$ cat config.mk
export PLATFORM = sky130hd
export DESIGN_NAME = axil_uartlite_master
export DESIGN_NICKNAME = d
export VERILOG_FILES = /design/src/rtl/axil_uartlite_master_pkg.sv /design/src/rtl/axil_uartlite_master_sync_fifo.sv /design/src/rtl/axil_uartlite_master.sv
export SDC_FILE = /design/constraint.sdc
export NUM_CORES = 1
export LEC_CHECK = 0
export ABC_AREA = 1
export CAP_MARGIN = 20
export CORE_MARGIN = 1.5
export CORE_UTILIZATION = 58
export DETAILED_ROUTE_END_ITERATION = 10
export GPL_TIMING_DRIVEN = 1
export PLACE_DENSITY_LB_ADDON = 0.15
export SYNTH_ARGS = -nofsm -noshare
export SYNTH_HDL_FRONTEND = slang
export SYNTH_SLANG_ARGS = --single-unit
$ cat constraint.sdc
create_clock -name i_clk -period 4.4 [get_ports i_clk]
set_clock_uncertainty 0.15 [all_clocks]
set_input_delay 1.1 -clock i_clk [delete_from_list [all_inputs] [get_ports i_clk]]
set_output_delay 1.1 -clock i_clk [all_outputs]
set_load 0.1 [all_outputs]
$ cat src/rtl/axil_uartlite_master_pkg.sv
// Shared register map, status bit positions, error flag positions and FSM states
// for the AXI4-Lite master that drives the UART Lite core.
package axil_uartlite_master_pkg;

  localparam logic [7:0] RX_FIFO_ADDR  = 8'h00;
  localparam logic [7:0] TX_FIFO_ADDR  = 8'h04;
  localparam logic [7:0] STAT_REG_ADDR = 8'h08;

  localparam int unsigned STAT_RX_VALID = 0;
  localparam int unsigned STAT_TX_FULL  = 3;

  localparam int unsigned ERR_RRESP   = 0;
  localparam int unsigned ERR_BRESP   = 1;
  localparam int unsigned ERR_TIMEOUT = 2;
  localparam int unsigned ERR_STAT    = 3;

  typedef enum logic [2:0] {
    IDLE,
    ST_AR,
    ST_R,
    RX_AR,
    RX_R,
    TX_AW,
    TX_B
  } state_e;

endpackage

$ cat src/rtl/axil_uartlite_master_sync_fifo.sv
// Synchronous FIFO; full/empty from an extra pointer bit, read head is combinational.
module axil_uartlite_master_sync_fifo #(
  parameter int unsigned WIDTH = 8,
  parameter int unsigned DEPTH = 8
) (
  input  logic             i_clk,
  input  logic             i_reset_n,
  input  logic             push,
  input  logic [WIDTH-1:0] push_data,
  input  logic             pop,
  output logic [WIDTH-1:0] head_c,
  output logic             full_c,
  output logic             empty_c
);

  localparam int unsigned AW = $clog2(DEPTH);

  logic [WIDTH-1:0] mem [DEPTH];
  logic [AW:0]      wr_ptr;
  logic [AW:0]      rd_ptr;
  logic             do_push_c;
  logic             do_pop_c;

  assign empty_c   = (wr_ptr == rd_ptr);
  assign full_c    = (wr_ptr[AW] != rd_ptr[AW]) && (wr_ptr[AW-1:0] == rd_ptr[AW-1:0]);
  assign head_c    = mem[rd_ptr[AW-1:0]];
  // A pop frees the slot a same-cycle push into a full FIFO needs; popping empty is a no-op.
  assign do_pop_c  = pop && !empty_c;
  assign do_push_c = push && (!full_c || do_pop_c);

  always_ff @(posedge i_clk) begin
    if (!i_reset_n) begin
      wr_ptr <= '0;
      rd_ptr <= '0;
    end else begin
      if (do_push_c) wr_ptr <= wr_ptr + (AW+1)'(1);
      if (do_pop_c)  rd_ptr <= rd_ptr + (AW+1)'(1);
    end
  end

  always_ff @(posedge i_clk) begin
    if (do_push_c) mem[wr_ptr[AW-1:0]] <= push_data;
  end

endmodule

$ cat src/rtl/axil_uartlite_master.sv
// AXI4-Lite master for UART Lite: buffers TX/RX bytes locally, polls STAT_REG,
// moves one byte per AXI round and aborts any handshake that hangs.
module axil_uartlite_master
  import axil_uartlite_master_pkg::*;
#(
  parameter int unsigned ADDR_W    = 4,
  parameter int unsigned TXQ_DEPTH = 8,
  parameter int unsigned RXQ_DEPTH = 8,
  parameter int unsigned POLL_IVL  = 16,
  parameter int unsigned TIMEOUT   = 255
) (
  input  logic              i_clk,
  input  logic              i_reset_n,
  input  logic [7:0]        i_tx_data,
  input  logic              i_tx_valid,
  output logic              o_tx_ready,
  output logic [7:0]        o_rx_data,
  output logic              o_rx_valid,
  input  logic              i_rx_ready,
  output logic [7:0]        o_stat,
  output logic [3:0]        o_err,
  input  logic              i_err_clr,
  output logic              o_busy,
  output logic [ADDR_W-1:0] o_araddr,
  output logic              o_arvalid,
  input  logic              i_arready,
  input  logic [31:0]       i_rdata,
  input  logic [1:0]        i_rresp,
  input  logic              i_rvalid,
  output logic              o_rready,
  output logic [ADDR_W-1:0] o_awaddr,
  output logic              o_awvalid,
  input  logic              i_awready,
  output logic [31:0]       o_wdata,
  output logic [3:0]        o_wstrb,
  output logic              o_wvalid,
  input  logic              i_wready,
  input  logic [1:0]        i_bresp,
  input  logic              i_bvalid,
  output logic              o_bready
);

  localparam int unsigned PW = $clog2(POLL_IVL) + 1;
  localparam int unsigned TW = $clog2(TIMEOUT) + 1;

  state_e        state;
  logic [PW-1:0] poll_cnt;
  logic [TW-1:0] to_cnt;

  logic [7:0] tx_head_c;
  logic       tx_full_c;
  logic       tx_empty_c;
  logic       tx_pop_c;
  logic       rx_full_c;
  logic       rx_empty_c;
  logic       rx_push_c;
  logic       aw_done_c;
  logic       w_done_c;
  logic       hs_c;
  logic       timeout_c;
  logic [3:0] err_set_c;
  logic       unused_c;

  axil_uartlite_master_sync_fifo #(.WIDTH(8), .DEPTH(TXQ_DEPTH)) u_txq (
    .i_clk     (i_clk),
    .i_reset_n (i_reset_n),
    .push      (i_tx_valid && !tx_full_c),
    .push_data (i_tx_data),
    .pop       (tx_pop_c),
    .head_c    (tx_head_c),
    .full_c    (tx_full_c),
    .empty_c   (tx_empty_c)
  );

  axil_uartlite_master_sync_fifo #(.WIDTH(8), .DEPTH(RXQ_DEPTH)) u_rxq (
    .i_clk     (i_clk),
    .i_reset_n (i_reset_n),
    .push      (rx_push_c),
    .push_data (i_rdata[7:0]),
    .pop       (i_rx_ready),
    .head_c    (o_rx_data),
    .full_c    (rx_full_c),
    .empty_c   (rx_empty_c)
  );

  assign o_tx_ready = !tx_full_c;
  assign o_rx_valid = !rx_empty_c;
  assign o_busy     = (state != IDLE);
  assign unused_c   = ^{i_rdata[31:8], i_rresp[0], i_bresp[0]};

  assign tx_pop_c  = (state == TX_B) && i_bvalid;
  assign rx_push_c = (state == RX_R) && i_rvalid;
  assign aw_done_c = !o_awvalid || i_awready;
  assign w_done_c  = !o_wvalid || i_wready;
  assign timeout_c = (to_cnt == TW'(TIMEOUT - 1));

  // Handshake that completes the current state; it takes priority over a same-cycle timeout.
  always_comb begin
    hs_c = 1'b0;
    case (state)
      ST_AR, RX_AR: hs_c = i_arready;
      ST_R, RX_R:   hs_c = i_rvalid;
      TX_AW:        hs_c = aw_done_c && w_done_c;
      TX_B:         hs_c = i_bvalid;
      default:      hs_c = 1'b0;
    endcase
  end

  always_comb begin
    err_set_c = '0;
    if ((state == ST_R || state == RX_R) && i_rvalid && i_rresp[1]) err_set_c[ERR_RRESP] = 1'b1;
    if (state == TX_B && i_bvalid && i_bresp[1])                    err_set_c[ERR_BRESP] = 1'b1;
    if (state == ST_R && i_rvalid && (i_rdata[7:5] != 3'b000))      err_set_c[ERR_STAT]  = 1'b1;
    if (state != IDLE && timeout_c && !hs_c)                        err_set_c[ERR_TIMEOUT] = 1'b1;
  end

  always_ff @(posedge i_clk) begin
    if (!i_reset_n) begin
      state     <= IDLE;
      poll_cnt  <= '0;
      to_cnt    <= '0;
      o_stat    <= '0;
      o_err     <= '0;
      o_araddr  <= '0;
      o_arvalid <= 1'b0;
      o_rready  <= 1'b0;
      o_awaddr  <= '0;
      o_awvalid <= 1'b0;
      o_wdata   <= '0;
      o_wstrb   <= '0;
      o_wvalid  <= 1'b0;
      o_bready  <= 1'b0;
    end else begin
      o_err  <= (o_err & ~{4{i_err_clr}}) | err_set_c;
      to_cnt <= (state == IDLE || hs_c) ? '0 : to_cnt + TW'(1);

      case (state)
        IDLE: begin
          if (!tx_empty_c || poll_cnt == PW'(POLL_IVL - 1)) begin
            poll_cnt  <= '0;
            state     <= ST_AR;
            o_araddr  <= ADDR_W'(STAT_REG_ADDR);
            o_arvalid <= 1'b1;
          end else begin
            poll_cnt <= poll_cnt + PW'(1);
          end
        end
        ST_AR, RX_AR: begin
          if (i_arready) begin
            o_arvalid <= 1'b0;
            o_rready  <= 1'b1;
            state     <= (state == ST_AR) ? ST_R : RX_R;
          end
        end
        ST_R: begin
          if (i_rvalid) begin
            o_rready <= 1'b0;
            o_stat   <= i_rdata[7:0];
            if (i_rdata[STAT_RX_VALID] && !rx_full_c) begin
              state     <= RX_AR;
              o_araddr  <= ADDR_W'(RX_FIFO_ADDR);
              o_arvalid <= 1'b1;
            end else if (!tx_empty_c && !i_rdata[STAT_TX_FULL]) begin
              state     <= TX_AW;
              o_awaddr  <= ADDR_W'(TX_FIFO_ADDR);
              o_awvalid <= 1'b1;
              o_wdata   <= {24'd0, tx_head_c};
              o_wstrb   <= 4'h1;
              o_wvalid  <= 1'b1;
            end else begin
              state <= IDLE;
            end
          end
        end
        RX_R: begin
          if (i_rvalid) begin
            o_rready <= 1'b0;
            state    <= IDLE;
          end
        end
        TX_AW: begin
          if (o_awvalid && i_awready) o_awvalid <= 1'b0;
          if (o_wvalid && i_wready)   o_wvalid  <= 1'b0;
          if (hs_c) begin
            state    <= TX_B;
            o_bready <= 1'b1;
          end
        end
        TX_B: begin
          if (i_bvalid) begin
            o_bready <= 1'b0;
            state    <= IDLE;
          end
        end
        default: state <= IDLE;
      endcase

      // Hung handshake: abandon the transaction; an unpopped TX head is retried later.
      if (state != IDLE && timeout_c && !hs_c) begin
        state     <= IDLE;
        o_arvalid <= 1'b0;
        o_rready  <= 1'b0;
        o_awvalid <= 1'b0;
        o_wvalid  <= 1'b0;
        o_bready  <= 1'b0;
      end
    end
  end

endmodule
# --- Word level (Yosys, flattened, before mapping) ---
# Memory sizes are Yosys's and may differ from the RTL's. A register that Yosys moved wholly into a read port is not among the register bits.
# Index checks and enable logic that the tools add are counted.
totals:
  elab_cells: 157
  ff_bits: 55
  n_memories: 2
  out_inout_bits: 72
  ramBits: 128
  in_bits: 54
op_classes:
  reduce_logical: 58
  n_bitwise: 5
  addsub: 6
  eq_ne: 26
  muxes: 44
memory_table:
  columns: ["memory", "words", "width", "read_ports", "rd_ports_with_merged_regs", "write_ports", "line_no", "source"]
  rows:
  - ["u_rxq.mem", 8, 8, 1, 1, 1, "axil_uartlite_master_sync_fifo.sv:18", "logic [WIDTH-1:0] mem [DEPTH];"]
  - ["u_txq.mem", 8, 8, 1, 1, 1, "axil_uartlite_master_sync_fifo.sv:18", null]
op_table:
  columns: ["operator", "count"]
  rows:
  - ["2-to-1 mux 3 bit", 11]
  - ["logical AND 1 bit", 21]
  - ["2-to-1 mux 1 bit", 21]
  - ["case mux 3 bit (6 select lines)", 1]
  - ["adder 4 x 1 -> 4 bit (second input constant)", 4]
  - ["!= test 2 bit (second input constant)", 8]
  - ["AND reduction 5 bit", 3]
  - ["2-to-1 mux 4 bit", 3]
  - ["adder 9 x 1 -> 9 bit (second input constant)", 1]
  - ["== test 3 bit (second input constant)", 3]
  - ["== test 9 x 8 -> 1 bit (second input constant)", 1]
  - ["zero test 1 bit", 9]
  - ["nonzero test 3 bit", 3]
  - ["== test 4 bit", 2]
  - ["!= test 2 x 1 -> 1 bit (second input constant)", 4]
  - ["case mux 1 bit (2 select lines)", 4]
  - ["case mux 4 bit (2 select lines)", 1]
  - ["AND reduction 4 bit", 2]
  - ["nonzero test 2 bit", 4]
  - ["OR reduction 2 bit", 4]
  - ["logical OR 1 bit", 7]
  - ["== test 3 x 2 -> 1 bit (second input constant)", 2]
  - ["== test 3 bit", 2]
  - ["AND reduction 3 bit", 2]
  - ["14 further kinds", 16]

# --- Logic depth before layout (Yosys ltp) ---
# Gate-level depths: netlist of the first run.
depth:
  depth_word: 8
  depth_mapped: 11
  ltp_nobuf: 11

# --- Cells and area by module ---
# From an unflattened synthesis of the first run, not the netlist that was laid out.
hier_totals:
  cells_unflattened: 858
  area_unflattened_um2: 8509.4
modules_own_cells:
  columns: ["module", "cells_each", "seq_area_each_um2", "area_per_inst_um2", "n_inst"]
  rows:
  - ["axil_uartlite_master_sync_fifo", 275, 2142.1, 3090.5, 2]
  - ["axil_uartlite_master", 308, 880.8, 2328.5, 1]

# --- Worst setup path before layout of the first run ---
# Ideal clock, no wire load.
synth_path:
  path_type: "register -> output"
  startpoint: "register with a tool-made name"
  endpoint: "output o_rx_data[0]"
  stages_incl_launch_ff: 6
  t_arrival_ps: 2546
  path_slack_ps: 604
  cell_sequence: "dfxtp_1 -> clkbuf_1 -> nor2_1 -> nor2_1 -> o21ai_0 -> a31oi_1"
synth_lines:
  columns: ["element", "line_no", "source"]
  rows:
  - ["to (decl)", "axil_uartlite_master.sv:17", "output logic [7:0] o_rx_data,"]

==> run summary, run 1 <==
Mapped Cells - 852
commonest non-fill, non-tap cell in the layout - nand2_1
Req. time, crit path - 3.15 ns
clk root buf - clkbuf_16
clk sink count - 191
Hold EP - to_cnt[0]
r2r worst-path depth - 9
Yosys reg bits - 191
sequential fraction of the synthesis area - 0.620
reg-to-reg setup timing slack - 1.71 ns
Net Sw Frac - 0.354
row count - 43
initial antenna violation count - 0
Worst-Skew Late Latency - 0.43 ns
Tot GR Track Use - 0.240
startpoint types - flop
CP bufs+invs - 2
max-cap violations - 0
# nets final - 977
asr flop ratio synth - 0
status - finished clean
DR iter-0 viols - 566
CTS H-tree lvls - 4
setup TNS - 0 ns
Via Count - 5938
Final Max Slew Viols - 0
RSZ-0062 raised after global routing - no
worst hold path class - reg -> reg
number of synthesized flops with an enable pin - 128
Pint - 3.16 mW
CP delay by family, top - buffers and inverters
Worst-path clk slew - 0.07 ns
Hold Path Cell Cnt - 1
sequential share of power - 0.420
Port Buffers - 66
LEAKAGE - 3.59 nW
RePlAce Congestion - 0.884
Largest stage delay, worst path - 0.72 ns
Slew @ Worst Pin - 0.991 ns
Finished Layout Cells - 1108
TritonCTS buffer count - 17
WL/cell - 15.5 microns
total routed wirelength - 17200 microns
Clk network pwr share - 0.316
layout cell share with drive strength beyond 1 - 0.0733
CP Max Fanout - 17
area grow syn2layout - 15.1%
Post-DRT Antenna Nets - 0
CTS tree - built
Initial Utilization - 0.593
total die area - 0.0149 sq mm
largest net degree at the start of global routing - 39
Core ar. - 0.0139 sq mm
most frequent cells in the layout - 164 x nand2_1, 135 x nor2_1, 128 x edfxtp_1
Gate power share - 0.264
fin util - 0.683
largest cells by area after synthesis - edfxtp_1 47%, dfxtp_1 15%, nand2_1 7.5%, nor2_1 6.2%, nand3_1 5.0%
Post-CTS Hold Buffers - 0
gr ovfl total - 0
RR Startpoint - u_txq.rd_ptr[0]
hold violation count in the final report - 0
vias in the first global route - 5627
Design Power - 4.88 mW
Critical R2R Capture - u_txq.mem[2][3]
DR pass1 iterations - 6
Tmin final - 3.67 ns
crit-path cells - inv_1, nor2_1, o21ai_0, a31oi_1, buf_4
Setup CP Type - reg -> out
Placed Cells - 1076
Post-CTS Setup Bufs - 0
Boundary Pins - 126
Yosys cell types - 37
Die Height - 122 microns
largest area contributor in the netlist - edfxtp_1
Max-slew headroom - 0.339
mean post-synth cell area - 9.66 sq um
fin crit share - 0.835
Via-to-Cell Ratio - 5.36
Peak Freq - 272 MHz
Yosys top cell area share - 0.467
CP max-delay cell - dfxtp_1
PwrDens - 515 mW/mm^2
WP data arrival - 2.42 ns
DRC - 0
Synth warnings - 0
switching power total - 1.73 mW
Gates resized, CTS repair - 0
top_reg_cell synth - edfxtp_1
ANT cells - 0
Die Wd - 122 microns
first-pass GRT wire length - 27200 microns
VDD IR max - 300 uV
Setup crit end kind - output pin
Final setup viols - 0
fillers - 1061
hpwl dp - 11400 microns
Bufs on Longest Clock Path - 2
worst hold start - to_cnt[0]
Post-Synthesis Cell Area - 0.00823 sq mm
Cell Area, Placed - 0.00889 sq mm
cell area after layout - 0.00948 sq mm
power groups by stage:
stage                     combinational, mW  sequential (mW)  clock, mW
after detailed placement               1.29             2.09          0
after floorplan                       0.861             2.25          0
after global placement                 1.26             2.08          0
final                                  1.29             2.05       1.54
after global routing                   1.37             2.06       1.63
after CTS                              1.29             2.05       1.56
sequential cells by signal (all words and copies together) (netlist names), 5 cells and up, named ones only:
| signal | flops |
|---|---|
| poll_cnt | 5 |
| o_stat | 8 |
| u_txq.mem | 64 |
| to_cnt | 9 |
| u_rxq.mem | 64 |
| o_wdata | 8 |
logic make-up (layout without fill, tap and decap cells):
logic type	after synthesis	in the layout	share of synthesized area
simple gates	410	410	0.212
flops	191	191	0.620
buf+inv	122	166	0.0738
compound gates	107	107	0.0682
xor+xnor	13	13	0.0138
fa+ha+maj	8	8	0.0122
other cells	1	33	0.000455
cell usage after synthesis, types with 18 or more instances:
library cell	instances
o21ai_0	55
a21oi_1	34
buf_4	34
nand2_1	164
clkbuf_1	18
nand3_1	83
edfxtp_1	128
nor2_1	135
dfxtp_1	63
inv_1	54
worst register-to-register path, delay by kind of cell (launching register included):
| family | cells | cell delay (ns) |
|---|---|---|
| AND/OR/NAND/NOR | 5 | 1.17 |
| buffers and inverters | 3 | 0.57 |
| flip-flops | 1 | 0.31 |
| XOR/XNOR | 1 | 0.12 |
metrics by stage:
stage	setup slack, ns	hold WS (ns)
floorplan	0.604	0.280
global placement	0.734	0.291
detailed placement	0.666	0.303
CTS	0.675	0.316
global route	0.545	0.334
finish	0.726	0.311
final cells by class:
class	instances	area (sq um)	share of cell area
inverters	61	229	0.0241
clock inverters	14	164	0.0173
multi-input cells	571	2640	0.279
clock buffers	18	429	0.0453
flip-flops and latches	191	5100	0.538
well taps	180	225	0.0238
repair buffers	73	688	0.0726
worst max-delay path by stage:
stage	endpoint	slack, ns	cells after the start
2_1_floorplan	o_rx_data[0]	0.60	5
6_report	o_rx_data[2]	0.73	5
5_1_grt	o_rx_data[7]	0.54	5
3_3_place_gp	u_rxq.mem[0][1]	0.73	7
4_1_cts	o_rx_data[2]	0.68	5
3_5_place_dp	u_rxq.mem[0][2]	0.67	7
layer usage:
metal,share of wire,routed length (microns),track usage
met1,0.42,7180,0.294
met2,0.51,8770,0.415
met3,0.049,833,0.0468
met4,0.022,381,0.103
met5,0,0,0
(Power assumes the default switching activity.)
==> inputs of run 2 (changes only) <==
--- a/config.mk
+++ b/config.mk
@@ -8,7 +8,7 @@
 export ABC_AREA = 1
 export CAP_MARGIN = 20
 export CORE_MARGIN = 1.5
-export CORE_UTILIZATION = 58
+export CORE_UTILIZATION = 49
 export DETAILED_ROUTE_END_ITERATION = 10
 export GPL_TIMING_DRIVEN = 1
 export PLACE_DENSITY_LB_ADDON = 0.15
==> constraint.sdc (replaced) <==
create_clock -name i_clk -period 3.1 [get_ports i_clk]
set_clock_uncertainty 0.15 [all_clocks]
set_input_delay 0.775 -clock i_clk [delete_from_list [all_inputs] [get_ports i_clk]]
set_output_delay 0.775 -clock i_clk [all_outputs]
set_load 0.1 [all_outputs]
==> run 2 against run 1 <==
Effect of this change:
- cell count up 6.1%
- global-route usage shrank 3.3 points
- power rose by 45%
==> run summary, run 2 (synthesis gave the netlist of run 1 again) <==
status - finished clean
Final setup viols - 0 (unchanged)
Cell Area, Placed - 0.00923 sq mm (+3.8%)
CTS H-tree lvls - 4 (unchanged)
total routed wirelength - 17600 microns (+2.7%)
worst hold path class - reg -> reg
top sig layer - met4
largest net degree at the start of global routing - 33 (-15%)
Worst-path clk slew - 0.07 ns (about the same)
RSZ-0062 raised after global routing - no
worst hold start - o_arvalid
worst slack at placement - 0.305 ns (-0.361 ns)
RR Startpoint - u_txq.rd_ptr[0]
LEAKAGE - 3.83 nW (+6.8%)
# nets final - 1005 (+2.9%)
hpwl dp - 11800 microns (+3.8%)
Die Height - 133 microns (+8.6%)
Final Max Slew Viols - 0 (unchanged)
commonest non-fill, non-tap cell in the layout - nand2_1
Via-to-Cell Ratio - 5.00 (-6.7%)
DR WL met2 - 8900 microns (+1.5%)
Finished Layout Cells - 1176 (+6.1%)
Placed Cells - 1144 (+6.3%)
WL/cell - 15.0 microns (-3.2%)
Setup crit end kind - output pin
final worst setup slack - 0.143 ns (-0.583 ns)
Initial Utilization - 0.498 (-0.0949)
gr ovfl total - 0 (unchanged)
Hold EP - o_arvalid
fin crit share - 0.954
Design Power - 7.07 mW (+45%)
r2r worst-path depth - 10 (+1)
VDD IR max - 523 uV (+75%)
Slew @ Worst Pin - 1.04 ns (+0.0518 ns)
Max-slew headroom - 0.304 (-0.0346)
Die Wd - 133 microns (+8.6%)
PwrDens - 719 mW/mm^2 (+40%)
layout cell share with drive strength beyond 1 - 0.141 (+0.0679)
ANT cells - 0 (unchanged)
CTS tree - built
Bufs on Longest Clock Path - 2 (unchanged)
Post-CTS Hold Buffers - 0 (unchanged)
DR pass1 iterations - 6 (unchanged)
wire length on met1 - 7700 microns (+7.3%)
TritonCTS buffer count - 17 (unchanged)
Tot GR Track Use - 0.207 (-0.0329)
Post-DRT Antenna Nets - 0 (unchanged)
Via Count - 5882 (-0.94%)
area grow syn2layout - 19.4%
Core ar. - 0.0165 sq mm (+19%)
Post-CTS Setup Bufs - 0 (unchanged)
WP data arrival - 2.03 ns (-0.39 ns)
clk root buf - clkbuf_16
reg-to-reg setup timing slack - 0.81 ns (-0.90 ns)
clk sink count - 191 (unchanged)
most frequent cells in the layout - 164 x nand2_1, 135 x nor2_1, 128 x edfxtp_1
Tmin final - 2.96 ns
RePlAce Congestion - 0.797 (-9.8%)
max-cap violations - 0 (unchanged)
Hold Path Cell Cnt - 2 (+1)
first-pass GRT wire length - 28000 microns (+2.8%)
startpoint types - flop
cell area after layout - 0.00983 sq mm (+3.7%)
hold violation count in the final report - 0 (unchanged)
Req. time, crit path - 2.17 ns (-0.98 ns)
Setup CP Type - reg -> out
Boundary Pins - 126 (unchanged)
initial antenna violation count - 0 (unchanged)
CP Max Fanout - 15 (-2)
Worst-Skew Late Latency - 0.43 ns (about the same)
Critical R2R Capture - o_wdata[2]
Port Buffers - 66 (unchanged)
vias in the first global route - 5444 (-3.3%)
row count - 47 (+9.3%)
met3 WL - 791 microns (-5.0%)
DRC - 0 (unchanged)
DR iter-0 viols - 430 (-24%)
Peak Freq - 338 MHz
total die area - 0.0176 sq mm (+18%)
-- run 2: cell count changes in the layout (fill, tap and decap cells not counted), sizes merged, moves of 2 or more --
| cell | delta |
|---|---|
| clkinv | -2 |
| inv | +3 |
| clkinvlp | +2 |
| bufinv | -2 |
| buf | +57 |
| clkdlybuf4s50 | -29 |
-- run 2: report_power, final --
part	internal, mW	switching (mW)
registers	2.82	0.0903
clock network	1.15	1.03
logic	0.523	1.46
-- run 2: area by class of cell --
| class | instances | area, sq um |
|---|---|---|
| clock inverters | 15 | 171 |
| clock buffers | 17 | 425 |
| flip-flops and latches | 191 | 5110 |
| repair buffers | 101 | 938 |
| multi-input cells | 571 | 2680 |
| inverters | 61 | 233 |
| well taps | 220 | 275 |
| fillers | 1462 | 6700 |
-- run 2: timing repair --
action	in CTS	in global routing
setup endpoints to repair	8	2
gates resized for setup	1	1
cloned	0	0
-- run 2: how the worst max path moves through the flow --
stage | slack (ns) | depth (start not counted) | start | end
finish | 0.14 | 6 | flop | o_rx_data[4]
global route | 0.04 | 6 | flop | o_rx_data[4]
CTS | 0.02 | 6 | flop | o_rx_data[3]
detailed placement | 0.30 | 7 | i_rvalid | u_rxq.mem[4][6]
global placement | 0.32 | 7 | i_rvalid | u_rxq.mem[4][2]
floorplan | -0.37 | 6 | flop | o_rx_data[5]
-- run 2: per-stage QoR --
stage / hold WS (ns) / util / TNS, ns
after floorplan: 0.280 / - / -0.740
after global placement: 0.292 / 0.558 / 0
after detailed placement: 0.297 / 0.558 / 0
after CTS: 0.307 / 0.595 / 0
after global routing: 0.333 / 0.595 / 0
final: 0.303 / 0.595 / 0
-- run 2: routing by layer --
| metal | vias up | track usage |
|---|---|---|
| met5 | - | 0 |
| met4 | 0 | 0.0629 |
| met3 | 19 | 0.0490 |
| met2 | 130 | 0.362 |
| met1 | 2759 | 0.256 |
| li1 | 2974 | - |
-- run 2: critical path: stages, from the launching register on --
cell and delay, ns:
dfxtp_2 0.52, buf_4 0.27, o21ai_0 0.11, o22ai_1 0.19
nor2_1 0.07, a31oi_2 0.22, buf_12 0.20
